File: src/rtl/ep_cmd_sequencer.sv
// ep_cmd_sequencer
// ----------------
// Command sequencer between host WireIn/WireOut endpoints and an unsigned
// 32-bit arithmetic datapath. A new command is recognised when the tag field
// of cmd_word differs from the last accepted tag. The command runs for one
// cycle (ADD/SUB/ACC/CLR/illegal) or 32 cycles (MUL, shift-add). The result
// and status are then posted for the host to poll.
//
// Ports:
//   okClk       - sole clock, rising edge
//   rst_n       - asynchronous active-low reset
//   cmd_word    - [31:24] tag, [3:0] opcode, other bits ignored
//   op_a, op_b  - operands, latched when the command is accepted
//   status_word - [31:24] done_tag, [23:16] acc_tag, [3] err, [2] ovf,
//                 [1] done, [0] busy
//   result_word - last posted result
//   acc_word    - accumulator contents
module ep_cmd_sequencer #(
   parameter logic SATURATE = 1'b0
) (
   input  logic        okClk,
   input  logic        rst_n,
   input  logic [31:0] cmd_word,
   input  logic [31:0] op_a,
   input  logic [31:0] op_b,
   output logic [31:0] status_word,
   output logic [31:0] result_word,
   output logic [31:0] acc_word
);

   typedef enum logic [1:0] {
      ST_IDLE = 2'd0,
      ST_EXEC = 2'd1,
      ST_DONE = 2'd2
   } state_t;

   localparam logic [3:0] OP_ADD = 4'd0;
   localparam logic [3:0] OP_SUB = 4'd1;
   localparam logic [3:0] OP_MUL = 4'd2;
   localparam logic [3:0] OP_ACC = 4'd3;
   localparam logic [3:0] OP_CLR = 4'd4;

   state_t      state_r,    state_n;
   logic [3:0]  opcode_r,   opcode_n;
   logic [31:0] a_r,        a_n;
   logic [31:0] b_r,        b_n;
   logic [7:0]  acc_tag_r,  acc_tag_n;
   logic [7:0]  done_tag_r, done_tag_n;
   logic        busy_r,     busy_n;
   logic        done_r,     done_n;
   logic        err_r,      err_n;
   logic        ovf_r,      ovf_n;
   logic [31:0] result_r,   result_n;
   logic [31:0] acc_r,      acc_n;
   logic [4:0]  bit_cnt_r,  bit_cnt_n;
   logic [63:0] prod_r,     prod_n;
   logic [63:0] mcand_r,    mcand_n;
   logic [31:0] mplier_r,   mplier_n;

   logic [32:0] add_sum_s;
   logic [32:0] sub_diff_s;
   logic [32:0] acc_sum_s;
   logic [31:0] add_res_s;
   logic [31:0] sub_res_s;
   logic [31:0] acc_res_s;
   logic        unused_cmd_bits_s;

   // Bits between the tag and the opcode carry no meaning for this block.
   assign unused_cmd_bits_s = ^cmd_word[23:4];

   // 33-bit unsigned arithmetic; bit 32 is carry (add) or borrow (sub).
   always_comb begin
      add_sum_s  = {1'b0, a_r} + {1'b0, b_r};
      sub_diff_s = {1'b0, a_r} - {1'b0, b_r};
      acc_sum_s  = {1'b0, acc_r} + {1'b0, a_r};
      if (SATURATE && add_sum_s[32]) begin
         add_res_s = 32'hFFFF_FFFF;
      end else begin
         add_res_s = add_sum_s[31:0];
      end
      if (SATURATE && sub_diff_s[32]) begin
         sub_res_s = 32'h0000_0000;
      end else begin
         sub_res_s = sub_diff_s[31:0];
      end
      if (SATURATE && acc_sum_s[32]) begin
         acc_res_s = 32'hFFFF_FFFF;
      end else begin
         acc_res_s = acc_sum_s[31:0];
      end
   end

   // Next-state and next-register computation for the sequencer FSM.
   always_comb begin
      state_n    = state_r;
      opcode_n   = opcode_r;
      a_n        = a_r;
      b_n        = b_r;
      acc_tag_n  = acc_tag_r;
      done_tag_n = done_tag_r;
      busy_n     = busy_r;
      done_n     = done_r;
      err_n      = err_r;
      ovf_n      = ovf_r;
      result_n   = result_r;
      acc_n      = acc_r;
      bit_cnt_n  = bit_cnt_r;
      prod_n     = prod_r;
      mcand_n    = mcand_r;
      mplier_n   = mplier_r;

      case (state_r)
         ST_IDLE: begin
            // Only the latest tag seen in IDLE matters; tags that came and
            // went while busy are never executed.
            if (cmd_word[31:24] != acc_tag_r) begin
               opcode_n  = cmd_word[3:0];
               a_n       = op_a;
               b_n       = op_b;
               acc_tag_n = cmd_word[31:24];
               busy_n    = 1'b1;
               done_n    = 1'b0;
               err_n     = 1'b0;
               ovf_n     = 1'b0;
               bit_cnt_n = 5'd0;
               prod_n    = 64'd0;
               mcand_n   = {32'd0, op_a};
               mplier_n  = op_b;
               state_n   = ST_EXEC;
            end else begin
               state_n = ST_IDLE;
            end
         end

         ST_EXEC: begin
            if (opcode_r == OP_MUL) begin
               // One multiplier bit per cycle: add the shifted multiplicand
               // when the current LSB of the multiplier is set.
               if (mplier_r[0]) begin
                  prod_n = prod_r + mcand_r;
               end else begin
                  prod_n = prod_r;
               end
               mcand_n   = {mcand_r[62:0], 1'b0};
               mplier_n  = {1'b0, mplier_r[31:1]};
               bit_cnt_n = bit_cnt_r + 5'd1;
               if (bit_cnt_r == 5'd31) begin
                  state_n = ST_DONE;
               end else begin
                  state_n = ST_EXEC;
               end
            end else begin
               state_n = ST_DONE;
            end
         end

         ST_DONE: begin
            case (opcode_r)
               OP_ADD: begin
                  result_n = add_res_s;
                  ovf_n    = add_sum_s[32];
               end
               OP_SUB: begin
                  result_n = sub_res_s;
                  ovf_n    = sub_diff_s[32];
               end
               OP_MUL: begin
                  result_n = prod_r[31:0];
                  ovf_n    = |prod_r[63:32];
               end
               OP_ACC: begin
                  result_n = acc_res_s;
                  acc_n    = acc_res_s;
                  ovf_n    = acc_sum_s[32];
               end
               OP_CLR: begin
                  result_n = 32'd0;
                  acc_n    = 32'd0;
                  ovf_n    = 1'b0;
               end
               default: begin
                  // Illegal opcode: flag it, keep result and accumulator.
                  err_n = 1'b1;
                  ovf_n = 1'b0;
               end
            endcase
            done_tag_n = acc_tag_r;
            done_n     = 1'b1;
            busy_n     = 1'b0;
            state_n    = ST_IDLE;
         end

         default: begin
            state_n = ST_IDLE;
         end
      endcase
   end

   // State and datapath registers; reset aborts any running command.
   always_ff @(posedge okClk or negedge rst_n) begin
      if (!rst_n) begin
         state_r    <= ST_IDLE;
         opcode_r   <= 4'd0;
         a_r        <= 32'd0;
         b_r        <= 32'd0;
         acc_tag_r  <= 8'd0;
         done_tag_r <= 8'd0;
         busy_r     <= 1'b0;
         done_r     <= 1'b0;
         err_r      <= 1'b0;
         ovf_r      <= 1'b0;
         result_r   <= 32'd0;
         acc_r      <= 32'd0;
         bit_cnt_r  <= 5'd0;
         prod_r     <= 64'd0;
         mcand_r    <= 64'd0;
         mplier_r   <= 32'd0;
      end else begin
         state_r    <= state_n;
         opcode_r   <= opcode_n;
         a_r        <= a_n;
         b_r        <= b_n;
         acc_tag_r  <= acc_tag_n;
         done_tag_r <= done_tag_n;
         busy_r     <= busy_n;
         done_r     <= done_n;
         err_r      <= err_n;
         ovf_r      <= ovf_n;
         result_r   <= result_n;
         acc_r      <= acc_n;
         bit_cnt_r  <= bit_cnt_n;
         prod_r     <= prod_n;
         mcand_r    <= mcand_n;
         mplier_r   <= mplier_n;
      end
   end

   assign status_word = {done_tag_r, acc_tag_r, 12'd0, err_r, ovf_r, done_r, busy_r};
   assign result_word = result_r;
   assign acc_word    = acc_r;

endmodule

File: config.mk
export PLATFORM = sky130hd
export DESIGN_NAME = ep_cmd_sequencer
export DESIGN_NICKNAME = d
export VERILOG_FILES = /design/src/rtl/ep_cmd_sequencer.sv
export SDC_FILE = /design/constraint.sdc
export NUM_CORES = 1
export LEC_CHECK = 0
export ABC_AREA = 1
export ABC_CLOCK_PERIOD_IN_PS = 3150
export BUFFER_PORTS_ARGS = -buffer_cell sky130_fd_sc_hd__buf_4
export CORE_MARGIN = 2
export CORE_UTILIZATION = 40
export DETAILED_ROUTE_END_ITERATION = 8
export GPL_ROUTABILITY_DRIVEN = 0
export MAX_ROUTING_LAYER = met4
export SLEW_MARGIN = 20
export SYNTH_ARGS = -nofsm -noshare
export SYNTH_HDL_FRONTEND = slang
export SYNTH_SLANG_ARGS = --single-unit
export TNS_END_PERCENT = 100
File: constraint.sdc
create_clock -name okClk -period 3.15 [get_ports okClk]
set_clock_uncertainty 0.2 [all_clocks]
set_input_delay 0.4725 -clock okClk [delete_from_list [all_inputs] [get_ports okClk]]
set_output_delay 0.4725 -clock okClk [all_outputs]
set_load 0.03 [all_outputs]
==> flow_metrics.tcl <==
set metrics [dict create \
    clock_path_buffers 3 \
    dieArea_mm2 0.0653 \
    antenna_found_initial 0 \
    cts-htree-levels 2 \
    start_kind "flip-flop" \
    drc 0 \
    synth-seq-area-share 0.315 \
    fin_area_mm2 0.0295 \
    initial_core_util 0.403 \
    hpwl_mm 75.4 \
    slowest_stage "ha_1" \
    critical_path.endpoint_type "flip-flop" \
    hold_viol 0 \
    path_cells "ha_1, inv_1, nand2_1, nand2_1, inv_1, nand2_1, a21oi_1, nand2_1, nand2_1, nand2_1, nand2_1, nand2_1, o21ai_0, nor2_1, nor2_1" \
    postLayoutCoreUtil 0.470 \
    placed_cell_area_mm2 0.0274 \
    portBuffers 161 \
    syn2layout_area_growth_pct 16.5 \
    rows 92 \
    max_stage_delay_ns 0.57 \
    worstSetupPathType "reg -> reg" \
    path_clk_slew_ns 0.06 \
    cts_buffers 41 \
    routed_via_density 5.17 \
    grt-ovfl-total 0 \
    root_buffer "clkbuf_16" \
    status "completed" \
    grt_max_degree 83 \
    ys.flop_type "dfrtp_1" \
    synth-edff-count 0 \
    max-slew-margin-rel 0.558 \
    final_cell_mix "1192 x nand2_1, 638 x inv_1, 359 x nor2_1" \
    switching_share 0.542 \
    final.min_clock_period_ns 2.99 \
    numClockSinks 319 \
    setup_tns_ns 0 \
    first_pass_iters 5 \
    clk_latency_ns 0.60 \
    ios 194 \
    hold_path.class "in -> reg" \
    ys_ff_latch 319 \
    fmax_mhz 335 \
    vias 25900 \
    required_ns 3.47 \
    final_common_cell "nand2_1" \
    pwr-share-comb 0.619 \
    grt_pass1_wl_mm 143 \
    report.final.slew_viol_count 0 \
    p_per_area_mw_per_mm2 1040 \
    syn_avg_cell_area_um2 6.44 \
    async_reset_ff_frac 1.00 \
    yosys_warnings 0 \
    core-area_mm2 0.0629 \
    drt-initial-drc-count 2227 \
    die_h_um 256 \
    antenna_cells 0 \
    ir_worst_vdd_v 0.000559 \
    finalCritPeriodShare 0.948 \
    tightest_slew_ns 0.663 \
    grt_pass1_vias 24500 \
    layout-drive-gt1-share 0.0705 \
    clkPwrFrac 0.151 \
    internal_power_mw 14.1 \
    worstPathArrival_ns 3.31 \
    p_leak_nw 15.5 \
    yosysUniqueCellTypes 50 \
    final_antenna_net_count 0 \
    synthCells 3933 \
    seqPwrFrac 0.230 \
    p_sw_mw 16.7 \
    path_common_cell "nand2_1" \
    routed_wl_mm 93.4 \
    cts_tree "built" \
    crit_fanout 8 \
    nFillCells 6585 \
    setup_viol_count_final 0 \
    maxCapViolations 0 \
    fp.dieW_um 256 \
    final_nets 4393 \
    syn_area_mm2 0.0253 \
    grt_usage 0.290 \
    wl_per_cell_um 18.7 \
]
## kinds of logic after synthesis
family / count (synthesis) / synth area share
compound gates: 704 / 0.156
xor+xnor: 35 / 0.0121
fa+ha+maj: 165 / 0.0827
buf+inv: 780 / 0.121
flops: 319 / 0.315
other cells: 1 / 0.000148
simple gates: 1929 / 0.312
## registers in the layout (all words and copies together), names as in the netlist, 2 cells and up
signal	cells
mplier_r	32
opcode_r	4
acc_tag_r	8
bit_cnt_r	5
mcand_r	64
done_tag_r	8
prod_r	64
acc_word	32
state_r	2
a_r	32
b_r	32
result_word	32
## final cells by class
type                            count  area (um2)  share of cell area
Sequential cell                   319        7980               0.271
Inverter                          648        2440              0.0826
Clock inverter                     16         150             0.00509
Clock buffer                       54        1170              0.0395
Timing Repair Buffer              275        2380              0.0808
Multi-Input combinational cell   2845       14300               0.486
Tap cell                          846        1060              0.0359
## per-stage QoR
step,hold slack (ns),worst slack (ns),power [mW],cells
finish,0.0550,0.163,30.8,5003
global route,0.0503,-0.0106,33.2,5003
CTS,0.0300,0.193,30.6,5003
detailed placement,0.241,0.258,25.8,4858
global placement,0.237,0.268,25.7,4858
floorplan,-0.0231,0.675,19.6,3944
## power groups by stage
stage | Clock (mW) | Sequential [mW] | Combinational, mW
after CTS | 4.77 | 7.06 | 18.8
final | 4.65 | 7.09 | 19.1
after global placement | 0 | 7.10 | 18.6
after global routing | 4.93 | 7.20 | 21.1
after floorplan | 0 | 7.27 | 12.3
after detailed placement | 0 | 7.14 | 18.6
## Yosys cell counts (2+ instances only)
master	number	area [um2]
inv_2	9	33.8
o21bai_1	23	173
xor2_1	24	210
nand4_1	33	206
buf_2	37	185
nor2_2	3	18.8
a21o_1	4	30.0
nor2_1	360	1350
o21a_1	2	15.0
a31oi_1	7	43.8
a21oi_1	232	1160
nand2_4	2	22.5
a21boi_0	3	22.5
o22ai_1	32	200
clkbuf_2	4	20.0
clkbuf_1	60	225
buf_4	19	143
fa_1	4	80.1
buf_1	9	33.8
and2_1	3	18.8
nor4_1	12	75.1
ha_1	161	2010
buf_6	3	33.8
nand2_1	1193	4480
xnor2_1	11	96.3
a221oi_1	2	17.5
and3_1	3	18.8
nand3_1	264	1320
o21ai_0	226	1130
o211ai_1	68	510
nor3_1	29	145
a32o_1	13	130
o31ai_1	2	15.0
nor2_4	2	22.5
nor2_8	2	40.0
o21ai_1	73	365
nand3b_1	19	143
o22a_1	2	17.5
a22o_1	12	105
inv_1	638	2390
dfrtp_1	319	7980
## critical path: cells and delay by family, from the launching register on
family | cells | cell delay [ns]
buf+inv | 2 | 0.23
simple gates | 10 | 0.90
fa+ha+maj | 1 | 0.57
compound gates | 2 | 0.45
flops | 1 | 0.54
## what timing repair did
| item | CTS | global route |
|---|---|---|
| endpoints found under the setup margin | 0 | 4 |
| hold buffers | 75 | 0 |
| gates resized for setup | 0 | 2 |
| setup buffers | 0 | 0 |
| endpoints found under the hold margin | 175 | 0 |
## final timing paths
path | startpoint | end | slack [ns] | depth (start not counted)
worst min register to register | result_word[18]$_DFFE_PN0P_ | result_word[18]$_DFFE_PN0P_ | 0.28 | 2
min in group asynchronous | rst_n | acc_word[18]$_DFFE_PN0P_ | 0.20 | 2
max in group asynchronous | rst_n | mplier_r[3]$_DFFE_PN0P_ | 1.71 | 3
worst max-delay path | a_r[14]$_DFFE_PN0P_ | result_word[23]$_DFFE_PN0P_ | 0.16 | 15
worst min-delay path | op_a[1] | a_r[1]$_DFFE_PN0P_ | 0.05 | 3
worst max register to register | a_r[14]$_DFFE_PN0P_ | result_word[23]$_DFFE_PN0P_ | 0.16 | 15
## routing by layer
metal	track usage	up-vias	routed length (um)
li1	-	13000	-
met3	0.0371	214	4790
met1	0.354	11900	39200
met5	-	-	0
met4	0.144	0	5500
met2	0.474	758	43900
(Power assumes the default switching activity.)
